## src/rtl/mux_pkg.sv

```systemverilog
`default_nettype none
// ============================================================================
// Module      : mux_pkg
// Description : Shared FSM state and mode encodings for the scanning
//               multiplexer family.
// Revision    : 1.0 - initial release
// ============================================================================
package mux_pkg;

    typedef enum logic [0:0] {
        ST_IDLE = 1'b0,
        ST_SCAN = 1'b1
    } state_t;

    localparam logic MODE_MANUAL = 1'b0;
    localparam logic MODE_SCAN   = 1'b1;

endpackage : mux_pkg
`default_nettype wire

```

## src/rtl/mux_nto1.sv

```systemverilog
`default_nettype none
// ============================================================================
// Module      : mux_nto1
// Description : Combinational N-to-1, W-bit selector with range flag. An
//               out-of-range index yields zero data and in_range = 0.
// Revision    : 1.0 - initial release
// ============================================================================
module mux_nto1 #(
    parameter int NCH = 16,
    parameter int W   = 1,
    parameter int SELW = $clog2(NCH)
) (
    input  logic [NCH*W-1:0] in,
    input  logic [SELW-1:0]  idx,
    output logic [W-1:0]     data,
    output logic             in_range
);

    // Decoded compare loop keeps every slice in bounds for any NCH.
    always_comb begin
        data     = '0;
        in_range = 1'b0;
        for (int k = 0; k < NCH; k++) begin
            if (idx == SELW'(k)) begin
                data     = in[k*W +: W];
                in_range = 1'b1;
            end
        end
    end

endmodule : mux_nto1
`default_nettype wire

```

## src/rtl/mux_scan_nto1.sv

```systemverilog
`default_nettype none
// ============================================================================
// Module      : mux_scan_nto1
// Description : Registered N-channel, W-bit multiplexer with manual select
//               and a free-running channel scanner with programmable dwell.
// Revision    : 1.0 - initial release
// ============================================================================
module mux_scan_nto1
    import mux_pkg::*;
#(
    parameter int NCH     = 16,
    parameter int W       = 1,
    parameter int SELW    = $clog2(NCH),
    parameter int DWELL_W = 8
) (
    input  logic                clk,
    input  logic                rst,
    input  logic [NCH*W-1:0]    in,
    input  logic [SELW-1:0]     sel,
    input  logic                mode,
    input  logic                start,
    input  logic [DWELL_W-1:0]  dwell,
    output logic [W-1:0]        out,
    output logic [SELW-1:0]     out_ch,
    output logic                out_valid,
    output logic                scan_wrap,
    output logic                busy
);

    localparam logic [SELW-1:0] C_LAST_CH = SELW'(NCH - 1);

    state_t               r_state;
    state_t               w_state_nxt;
    logic [SELW-1:0]      r_ch;
    logic [DWELL_W-1:0]   r_cnt;
    logic [DWELL_W-1:0]   r_dwell_q;
    logic [W-1:0]         r_out;
    logic [SELW-1:0]      r_out_ch;
    logic                 r_out_valid;
    logic                 r_scan_wrap;

    logic [SELW-1:0]      w_idx;
    logic [W-1:0]         w_data;
    logic                 w_in_range;
    logic                 w_start_scan;

    assign w_start_scan = start && (mode == MODE_SCAN);
    assign w_idx        = (r_state == ST_SCAN) ? r_ch : sel;

    mux_nto1 #(
        .NCH  (NCH),
        .W    (W),
        .SELW (SELW)
    ) u_sel (
        .in       (in),
        .idx      (w_idx),
        .data     (w_data),
        .in_range (w_in_range)
    );

    always_comb begin
        w_state_nxt = r_state;
        case (r_state)
            ST_IDLE: if (w_start_scan)        w_state_nxt = ST_SCAN;
            ST_SCAN: if (mode == MODE_MANUAL) w_state_nxt = ST_IDLE;
            default:                          w_state_nxt = ST_IDLE;
        endcase
    end

    always_ff @(posedge clk) begin
        if (rst) begin
            r_state     <= ST_IDLE;
            r_ch        <= '0;
            r_cnt       <= '0;
            r_dwell_q   <= '0;
            r_out       <= '0;
            r_out_ch    <= '0;
            r_out_valid <= 1'b0;
            r_scan_wrap <= 1'b0;
        end else begin
            r_state <= w_state_nxt;
            case (r_state)
                ST_SCAN: begin
                    if (mode == MODE_MANUAL) begin
                        // Leaving scan drops any channel still in its dwell.
                        r_out_valid <= 1'b0;
                        r_scan_wrap <= 1'b0;
                    end else if (r_cnt != '0) begin
                        r_cnt       <= r_cnt - 1'b1;
                        r_out_valid <= 1'b0;
                        r_scan_wrap <= 1'b0;
                    end else begin
                        r_out       <= w_data;
                        r_out_ch    <= r_ch;
                        r_out_valid <= 1'b1;
                        r_scan_wrap <= (r_ch == C_LAST_CH);
                        r_ch        <= (r_ch == C_LAST_CH) ? '0 : r_ch + 1'b1;
                        r_cnt       <= r_dwell_q;
                    end
                end
                default: begin
                    r_scan_wrap <= 1'b0;
                    if (w_start_scan) begin
                        r_ch        <= '0;
                        r_cnt       <= dwell;
                        r_dwell_q   <= dwell;
                        r_out_valid <= 1'b0;
                    end else begin
                        r_out       <= w_data;
                        r_out_ch    <= sel;
                        r_out_valid <= w_in_range;
                    end
                end
            endcase
        end
    end

    assign out       = r_out;
    assign out_ch    = r_out_ch;
    assign out_valid = r_out_valid;
    assign scan_wrap = r_scan_wrap;
    assign busy      = (r_state == ST_SCAN);

endmodule : mux_scan_nto1
`default_nettype wire

```

## config.mk

```make
export PLATFORM = sky130hd
export DESIGN_NAME = mux_scan_nto1
export DESIGN_NICKNAME = d
export VERILOG_FILES = /design/src/rtl/mux_pkg.sv /design/src/rtl/mux_nto1.sv /design/src/rtl/mux_scan_nto1.sv
export SDC_FILE = /design/constraint.sdc
export NUM_CORES = 1
export LEC_CHECK = 0
export ABC_CLOCK_PERIOD_IN_PS = 5200
export BUFFER_PORTS_ARGS = -buffer_cell sky130_fd_sc_hd__buf_2
export CAP_MARGIN = 10
export CORE_ASPECT_RATIO = 0.75
export CORE_MARGIN = 1.5
export CORE_UTILIZATION = 35
export DETAILED_ROUTE_END_ITERATION = 10
export PLACE_DENSITY = 0.68
export SLEW_MARGIN = 0
export SYNTH_ARGS = -nofsm -noshare
export SYNTH_HDL_FRONTEND = slang
export SYNTH_SLANG_ARGS = --single-unit
```

## constraint.sdc

```tcl
create_clock -name clk -period 5.2 [get_ports clk]
set_input_delay 0.52 -clock clk [delete_from_list [all_inputs] [get_ports clk]]
set_output_delay 0.52 -clock clk [all_outputs]
set_load 0.005 [all_outputs]
```

# Word-level counts from Yosys, hierarchy flattened
# Cells that the tools add are included.
[word_totals]
reg_bits = 28
in_bits = 32
out_inout_bits = 8
[classes]
addsub = 2
eq_ne = 19
muxes = 57
n_bitwise = 2
n_reduce_logical = 9
[ops]
columns = ["cell", "n"]
rows = [
  ["$mux W1", 42],
  ["$mux W4", 10],
  ["$eq A4 B4 Y1 const B", 9],
  ["$mux W8", 4],
  ["$eq A4 B3 Y1 const B", 4],
  ["$eq A4 B2 Y1 const B", 2],
  ["$reduce_bool A8 Y1", 1],
  ["$sub A8 B1 Y8 const B", 1],
  ["$ne A2 B2 Y1 const B", 3],
  ["$reduce_and A3 Y1", 2],
  ["$add A4 B1 Y4 const B", 1],
  ["$eq A4 B1 Y1 const B", 1],
  ["$logic_not A4 Y1", 1],
  ["$reduce_and A2 Y1", 2],
  ["$reduce_or A4 Y1", 1],
  ["$not A1 Y1", 2],
  ["$pmux W1 S2", 1],
  ["$reduce_bool A2 Y1", 1],
  ["$logic_and A1 B1 Y1", 1],
]

# Logic depth before layout (Yosys ltp)
[logic_depth]
word_depth = 21
ltp_mapped = 8

# Modules after synthesis
# A second synthesis with hierarchy kept.
[hier_totals]
hier_cells = 193
area_unflattened_um2 = 1624.1
[by_module_without_submodules]
columns = ["mod", "instances", "cells_per_inst", "area_per_inst_um2", "seq_area_each_um2"]
rows = [
  ["mux_scan_nto1", 1, 169, 1436.4, 560.5],
  ["mux_nto1", 1, 24, 187.7, 0.0],
]

# Worst setup path after synthesis
# No wires, ideal clock.
[synth_timing]
path_kind = "register to register"
startpoint = "register r_cnt[0]"
endpoint = "register r_out_ch[1], in the netlist out_ch[1]"
t_arrival_ps = 1641
required_time_ps = 5114
path_slack_ps = 3473
stages_incl_launch_ff = 9
path_buffers = 1
period_less_slack_ps = 1727
cell_sequence = "dfxtp_1 inv_1 ha_1 nor4bb_1 nand2_1 a21oi_2 buf_4 nor2_1 a211oi_1"
[synth_between]
elab_chain_cells = 3
[synth_rtl]
columns = ["element", "line_no", "text"]
rows = [
  ["start, declared", "mux_scan_nto1.sv:35", "logic [DWELL_W-1:0] r_cnt;"],
  ["start signal, assigned", "mux_scan_nto1.sv:89", "r_cnt <= r_cnt - 1'b1;"],
  ["start signal, assigned", "mux_scan_nto1.sv:98", "r_cnt <= r_dwell_q;"],
  ["start signal, assigned", "mux_scan_nto1.sv:105", "r_cnt <= dwell;"],
  ["$reduce_bool A8 Y1", "mux_scan_nto1.sv:88", "end else if (r_cnt != '0) begin"],
  ["$ne A2 B2 Y1 (no source line)", "n/a", ""],
  ["$reduce_and A3 Y1 (no source line)", "n/a", ""],
  ["end signal, assigned", "mux_scan_nto1.sv:94", "r_out_ch <= r_ch;"],
  ["end signal, assigned", "mux_scan_nto1.sv:110", "r_out_ch <= sel;"],
  ["end, declared", "mux_scan_nto1.sv:38", "logic [SELW-1:0] r_out_ch;"],
]
# Every way passes these cells.
# A chain may end at the register's enable or synchronous reset.

# Worst setup path in the final report
[layout_timing]
startpoint = "register r_state, in the netlist busy"
endpoint = "register r_out, in the netlist out"
[layout_between]
elab_chain_cells = 21
elab_cells_between_ends = 41
[layout_rtl]
columns = ["element", "line_no", "text"]
rows = [
  ["start, declared", "mux_scan_nto1.sv:32", "state_t r_state;"],
  ["start signal, assigned", "mux_scan_nto1.sv:81", "r_state <= w_state_nxt;"],
  ["$mux W4", "mux_scan_nto1.sv:48", "assign w_idx = (r_state == ST_SCAN) ? r_ch : sel;"],
  ["$logic_not A4 Y1", "mux_nto1.sv:24", "if (idx == SELW'(k)) begin"],
  ["$mux W1 (16 in a row)", "mux_nto1.sv:24", ""],
  ["$mux W1", "mux_scan_nto1.sv:88", ""],
  ["$mux W1", "mux_scan_nto1.sv:84", "if (mode == MODE_MANUAL) begin"],
  ["$mux W1", "mux_scan_nto1.sv:82", "case (r_state)"],
  ["end signal, assigned", "mux_scan_nto1.sv:93", "r_out <= w_data;"],
  ["end signal, assigned", "mux_scan_nto1.sv:109", "r_out <= w_data;"],
  ["end, declared", "mux_scan_nto1.sv:37", "logic [W-1:0] r_out;"],
]
# Parallel ways exist; a longest one is shown, timed or not. The select of a mux whose other input is x is not followed.

==> impl_metrics.csv <==
group,metric,value,unit
logic_synthesis,synthTopCellsByArea,"dfxtp_1 33%, a21oi_1 6.6%, nand2_1 5.8%",
timing,tightest_slew,0.971,ns
die,start_util,37.0,%
clock_network,tritoncts,"done",
drt,num_vias,1557,
grt,gr-usage-all-layers,16.1,%
drt,dr.first_iter.drc_count,102,
logic_synthesis,yosys.area.top_type,"dfxtp_1",
worst_setup_path,crit_required,5.35,ns
timing,hold-worst-slack,0.459,ns
finish,layout-drive-gt1-share,22.3,%
timing,hold_violations,0,
worst_setup_path,critPathArrivalTime,2.53,ns
clock_network,cts_setup_buffers,0,
die,dieArea,5230,sq um
worst_setup_path,criticalPathCategory,"flop to flop",
logic_synthesis,yosysSeqAreaShare,33.4,%
clock_network,insertion_delay,0.28,ns
worst_setup_path,critPathMaxFanout,27,
power,power.density,258,nW/um^2
finish,area_growth,14.1,%
clock_network,clock_path_buffers,2,
finish,layout_common_cells,"39 x buf_2, 28 x dfxtp_1, 26 x nand2_1, 22 x a21oi_1",
logic_synthesis,syn_inst,204,
grt,globalRouteOverflowTotal,0,
timing,skew,0.00171,ns
clock_network,post_cts_resized,0,
logic_synthesis,synth.distinct_cells,48,
die,die_w,83.0,um
grt,first_global_vias,1502,
timing,drv_slew,0,
clock_network,clk_root_buffer_cell,"clkbuf_8",
logic_synthesis,synth-seq-cells,28,
grt,grt_pass1_wl,6980,um
drt,dr.pass1.iters,4,
clock_network,h-tree-depth,1,
logic_synthesis,ys.flop_type,"dfxtp_1",
grt,grt_max_degree,30,
logic_synthesis,synth_top_area_share,33.4,%
drt,viasPerCell,5.37,
timing,rsz0062_at_grt,"no",
worst_setup_path,worstSetupEndpointType,"flop",
logic_synthesis,synthesis.area,1680,sq um
logic_synthesis,syn_area_per_cell,8.24,sq um
die,fp.coreArea,4550,sq um
timing,clock.fmax,0.420,GHz
logic_synthesis,yosys_warnings,0,
finish,final_net_count,269,
drt,antenna_left,0,
logic_synthesis,synth-edff-count,0,
clock_network,cts_sinks,28,
timing,min_period_over_period,45.8,%
logic_synthesis,async_flop_share,0,%
worst_setup_path,start_kind,"flop",
timing,max-slew-margin-rel,35.2,%
finish,layout.cells.most_common,"buf_2",
logic_synthesis,syn-num-nets,239,
clock_network,numCtsBuffers,3,
power,p_leak,0.743,nW
die,io_pins,40,
place,gp_congestion,0.854,
drt,finalWirelength,3860,um
run_status,status,"completed",
die,rows,21,
timing,final.min_clock_period,2.38,ns
clock_network,ctsHoldBuffers,0,
timing,finalSetupViolCount,0,
place,dp_cells,286,
place,dp_hpwl,2800,um
place,port_buffers,39,
timing,tns,0,ns
worst_hold_path,hp-class,"flop to flop",
finish,utilization,42.2,%
drt,wire_per_inst,13.3,um
drt,drc,0,
clock_network,clkTransAtPathRegs,0.09,ns
finish,antenna_cells,0,
grt,antenna_found_initial,0,
run,drv_cap,0,
die,die_y,63.0,um
finish,fin_cells,290,
power,peakVddDrop,0.125,mV
[metrics by stage]
stage	setup slack, ns	total power (W)	cell area, sq um
floorplan	3.47	0.000335	1680
global placement	2.92	0.000363	1860
detailed placement	2.88	0.000364	1860
CTS	2.86	0.000497	1920
global route	2.56	0.000525	1920
finish	2.82	0.000494	1920
[cells by family (layout without fill, tap and decap cells)]
| family | after synthesis | after routing | share of synthesized area [%] |
|---|---|---|---|
| flops | 28 | 28 | 33.4 |
| simple gates | 69 | 69 | 21.4 |
| fa+ha+maj | 3 | 3 | 2.23 |
| compound gates | 65 | 65 | 24.9 |
| mux | 13 | 13 | 8.93 |
| buf+inv | 21 | 50 | 6.55 |
| xor+xnor | 5 | 5 | 2.61 |
[routing by layer]
layer  GRT usage, %  part of all wire [%]  wire length, um
met1           23.0                    53             2040
met4           5.21                   1.1               44
met2           23.8                    41             1570
met5              0                     0                0
met3           4.10                   5.4              207
[cell usage after synthesis (all sizes together) (2+ instances only)]
cell,count
a211oi,11
a21oi,23
a311oi,2
a31oi,3
buf,7
clkbuf,7
dfxtp,28
ha,3
inv,7
mux2,3
mux2i,10
nand2,26
nand3,6
nor2,11
nor2b,3
nor3,7
nor3b,2
nor4,2
o211ai,3
o21a,2
o21ai,7
o221ai,2
o22ai,6
o31ai,2
or3,3
xor2,4
[flip-flops by register name, summed over array words and instances, names as in the netlist]
name and cells:
scan_wrap 1, r_cnt 8, out_ch 4, out_valid 1
out 1, r_dwell_q 8, r_ch 4, busy 1
[final cells by class]
| class | instances | area [sq um] |
|---|---|---|
| sequential | 28 | 561 |
| tap | 57 | 71.3 |
| multi-input combinational | 155 | 1010 |
| fill | 470 | 2630 |
| clock buffer | 4 | 55.1 |
| inverter | 7 | 26.3 |
| timing repair buffer | 39 | 195 |
[critical path, cell delays in order (launching register included)]
cell and delay, ns:
dfxtp_1 0.97, mux2i_4 0.45, mux2_2 0.37, a31oi_1 0.18
a221o_1 0.16, o221ai_1 0.12
[power by group]
| part | internal, W | switching [W] |
|---|---|---|
| Sequential | 0.000227 | 0.0000151 |
| Clock | 0.0000679 | 0.0000669 |
| Combinational | 0.0000571 | 0.0000598 |
[final timing paths]
kind / endpoint / depth (start not counted) / slack (ns) / startpoint
max: out$_SDFFE_PP0P_ / 5 / 2.82 / busy$_SDFF_PP0_
min: r_dwell_q[2]$_SDFFE_PP0P_ / 2 / 0.46 / r_dwell_q[2]$_SDFFE_PP0P_
max reg2reg: out$_SDFFE_PP0P_ / 5 / 2.82 / busy$_SDFF_PP0_
min reg2reg: r_dwell_q[2]$_SDFFE_PP0P_ / 2 / 0.46 / r_dwell_q[2]$_SDFFE_PP0P_
No activity file was read; power rests on OpenSTA's default activity.
